**config.mk**
```make
export PLATFORM = sky130hd
export DESIGN_NAME = srff_bank
export DESIGN_NICKNAME = d
export VERILOG_FILES = /design/src/rtl/srff_bank.sv
export SDC_FILE = /design/constraint.sdc
export NUM_CORES = 1
export LEC_CHECK = 0
export CORE_MARGIN = 2
export CORE_UTILIZATION = 35
export CTS_CLUSTER_SIZE = 10
export DETAILED_ROUTE_END_ITERATION = 8
export PLACE_DENSITY_LB_ADDON = 0.25
export SKIP_LAST_GASP = 1
export SYNTH_ARGS = -nofsm -noshare
export SYNTH_HDL_FRONTEND = slang
export SYNTH_SLANG_ARGS = --single-unit
```
**constraint.sdc**
```tcl
create_clock -name clk -period 1.6 [get_ports clk]
set_input_delay 0.24 -clock clk [delete_from_list [all_inputs] [get_ports clk]]
set_output_delay 0.24 -clock clk [all_outputs]
set_load 0.1 [all_outputs]
```
**src/rtl/srff_bank.sv**
```systemverilog
// rtl/srff_bank.sv - bank of WIDTH set/reset flip-flops with edge pulses and sticky conflict flags
// Optional conflict counter enabled by defining SRFF_BANK_STATS_EN.
module srff_bank #(
  parameter int               WIDTH   = 8,
  parameter int               MODE    = 0,
  parameter logic [WIDTH-1:0] RST_VAL = '0,
  parameter int               CNT_W   = 8
) (
  input  logic             clk,
  input  logic             rst,
  input  logic [WIDTH-1:0] s,
  input  logic [WIDTH-1:0] r,
  input  logic             load,
  input  logic [WIDTH-1:0] load_data,
  input  logic             clr_conf,
  output logic [WIDTH-1:0] q,
  output logic [WIDTH-1:0] rise,
  output logic [WIDTH-1:0] fall,
  output logic [WIDTH-1:0] conflict,
  output logic [CNT_W-1:0] conf_cnt
);

  generate
    if (MODE < 0 || MODE > 3) begin : g_bad_mode
      $error("srff_bank: MODE must be 0..3");
    end
  endgenerate

  logic [WIDTH-1:0] q_next;
  logic [WIDTH-1:0] conf_hit;

  assign conf_hit = s & r & {WIDTH{~load}};

  always_comb begin
    q_next = q;
    if (load) begin
      q_next = load_data;
    end else begin
      for (int i = 0; i < WIDTH; i++) begin
        case ({s[i], r[i]})
          2'b10:   q_next[i] = 1'b1;
          2'b01:   q_next[i] = 1'b0;
          2'b11: begin
            // S&R resolution selected at elaboration
            if (MODE == 0)      q_next[i] = 1'b0;
            else if (MODE == 1) q_next[i] = 1'b1;
            else if (MODE == 2) q_next[i] = ~q[i];
            else                q_next[i] = q[i];
          end
          default: q_next[i] = q[i];
        endcase
      end
    end
  end

  always_ff @(posedge clk) begin
    if (rst) begin
      q        <= RST_VAL;
      rise     <= '0;
      fall     <= '0;
      conflict <= '0;
    end else begin
      q        <= q_next;
      rise     <= q_next & ~q;
      fall     <= q & ~q_next;
      // a fresh conflict wins over a simultaneous clear
      conflict <= (clr_conf ? '0 : conflict) | conf_hit;
    end
  end

`ifdef SRFF_BANK_STATS_EN
  localparam int PW = $clog2(WIDTH + 1);
  localparam int SW = CNT_W + PW + 1;

  logic [PW-1:0]    pop;
  logic [CNT_W-1:0] cnt_base;
  logic [SW-1:0]    cnt_sum;
  logic [CNT_W-1:0] cnt_next;

  always_comb begin
    pop = '0;
    for (int i = 0; i < WIDTH; i++) begin
      pop = pop + PW'(conf_hit[i]);
    end
    cnt_base = clr_conf ? '0 : conf_cnt;
    cnt_sum  = SW'(cnt_base) + SW'(pop);
    cnt_next = (cnt_sum > SW'({CNT_W{1'b1}})) ? {CNT_W{1'b1}} : cnt_sum[CNT_W-1:0];
  end

  always_ff @(posedge clk) begin
    if (rst) begin
      conf_cnt <= '0;
    end else begin
      conf_cnt <= cnt_next;
    end
  end
`else
  assign conf_cnt = '0;
`endif

endmodule
```
==> results_dict.tcl <==
set metrics [dict create \
    slowest_delay_ps 440 \
    post-route-drc-count 0 \
    crit_family "flip-flops" \
    cp_data_required_time_ps 1360 \
    grt_pass1_wl_microns 5290 \
    row_count 22 \
    synth_commonest_cells "32 x dfxtp_1, 16 x a21oi_1, 16 x nand3b_1" \
    io_pins 68 \
    synthArstFlopShare_pct 0 \
    crit_path_end_kind "output pin" \
    finalMaxSlewViolations 0 \
    clk_latency_ps 280 \
    rsz0062_at_grt "no" \
    path_cells "buf_12" \
    fin_tns_setup_ps 0 \
    power.leakage_nw 0.880 \
    post-route-min-period_ps 1180 \
    via_per_inst 4.60 \
    status "finished clean" \
    place_congestion 0.715 \
    fmax_mhz 850 \
    grt_overflow 0 \
    cts_hold_buf 0 \
    period_share_pct 73.5 \
    routed_wl_microns 3180 \
    synth_cell_types 15 \
    vias 1127 \
    synthXorXnorAreaFrac_pct 0 \
    coreArea_sq_um 3610 \
    worstSetupPathType "flip-flop to output pin" \
    synth_fa_ha_area_share_pct 0 \
    drv_cap 0 \
    yosys.area.top_type_share_pct 49.5 \
    grt_pass1_vias 1169 \
    power_density_nw_per_um2 962 \
    cts-resized-gates 0 \
    post-place-ws_ps 168 \
    grt_start_max_net_pins 33 \
    finish.net_count 225 \
    avgSynthCellArea_sq_um 9.66 \
    dpl.hpwl_microns 2480 \
    antenna_found_initial 0 \
    postCtsSetupRepairBufs 0 \
    detail_route.first_pass.iterations 4 \
    die_height_microns 64.8 \
    die_area_sq_um 4200 \
    io_buffers 59 \
    slowest_stage "dfxtp_1" \
    layout.cells.non_filler 245 \
    antenna_cells 0 \
    dp.cells 238 \
    yosysSeqAreaShare_pct 49.5 \
    cts-root-buf "clkbuf_8" \
    initial_core_util_pct 35.9 \
    clk_path_buf_depth 2 \
    synth-main-ff-cell "dfxtp_1" \
    cp.buffers_inverters 1 \
    h-tree-depth 2 \
    syn_inst 134 \
    hold_viol 0 \
    numCtsBuffers 5 \
    worst_ep_arrival_time_ps 940 \
    setup_viol 0 \
    track_usage_pct 16.7 \
    synth_area_leaders "dfxtp_1 49%, nand3b_1 9.3%, a211oi_2 7.7%" \
    skew_ps 2.81 \
    drive_above_1_share_pct 31.5 \
    synthMuxAreaShare_pct 0 \
    first_iter_violations 40 \
    cp_max_fo 4 \
    ir_drop_mv 0.622 \
    area_delta_synth_final_pct 80.2 \
    min_path_type "flip-flop to flip-flop" \
    synth_area_sq_um 1290 \
    synth_top_family_by_area "simple AND/OR/NAND/NOR gates" \
    yosysWarnings 0 \
    yosysMostFrequentCell "dfxtp_1" \
    setup_ws_ps 424 \
    die_x_microns 64.8 \
    yosys.area.top_type "dfxtp_1" \
    cts_sinks 32 \
    antenna_left 0 \
    clk_pin_slew_ps 60 \
    cts_tree "built" \
    start_kind "flip-flop" \
    synth-simple-area-share_pct 26.3 \
    synth_edf_count 0 \
    ys_ff_latch 32 \
    synth_compound_area_share_pct 17.0 \
    wire_per_inst_microns 13.0 \
]
-- cells in the final DEF (no fill, tap or decap), types with 4 or more instances in the layout --
cell type	count
dfxtp_1	32
nor2_4	4
nor2_1	12
buf_12	33
nand2_2	8
clkbuf_8	7
nand2_1	8
o21ai_0	8
a21oi_1	16
a211oi_2	8
nand2b_1	8
nand3b_1	16
conb_1	8
clkdlybuf4s50_1	27
-- where the power goes --
| group | internal (mW) | total, mW | switching [mW] |
|---|---|---|---|
| Clock | 0.383 | 0.668 | 0.285 |
| Sequential | 0.835 | 0.878 | 0.0433 |
| Combinational | 0.245 | 0.698 | 0.453 |
| Total | 1.46 | 2.24 | 0.781 |
-- state kept, by name, indices dropped and copies added, names as in the netlist --
register	flops
q	8
conflict	8
rise	8
fall	8
-- layer usage --
layer / global-route usage (%) / routed length [microns] / vias up
li1: - / - / 561
met1: 17.1 / 1170 / 520
met2: 29.6 / 1720 / 42
met3: 5.73 / 234 / 4
met4: 8.78 / 46 / 0
met5: 0 / 0 / -
-- through the flow --
stage	instance area, sq um	util, %	total power, mW	hold WS [ps]
final	2330	64.7	2.24	507
after global routing	2330	64.7	2.32	525
after CTS	2330	64.7	2.27	512
after detailed placement	2240	62.0	1.60	501
after global placement	2240	62.0	1.58	495
after floorplan	1320	-	1.33	366
-- worst reg2reg max path, cell delays in order, from the launching register on --
cell and delay, ps:
dfxtp_1 430, o21ai_0 120, a21oi_1 160
-- worst paths after layout --
check	start	depth (start not counted)	slack, ps	end
min	conflict[2]$_SDFF_PP0_	2	510	conflict[2]$_SDFF_PP0_
min reg2reg	conflict[2]$_SDFF_PP0_	2	510	conflict[2]$_SDFF_PP0_
max	q[1]$_SDFF_PP0_	1	420	q[1]
max reg2reg	q[4]$_SDFF_PP0_	2	820	q[4]$_SDFF_PP0_
-- cell families after synthesis --
logic type             Yosys count
AOI/OAI and AO/OA               32
other                            1
and+or+nand+nor                 56
DFF                             32
buffers and inverters           13
-- layout make-up --
class                      instances  area, sq um
fill                             290         1270
timing repair buffer              62          946
sequential                        32          641
multi-input combinational         96          591
clock buffer                       7         96.3
tap                               48         60.1
Note: power is estimated with default switching activity, not from simulation.
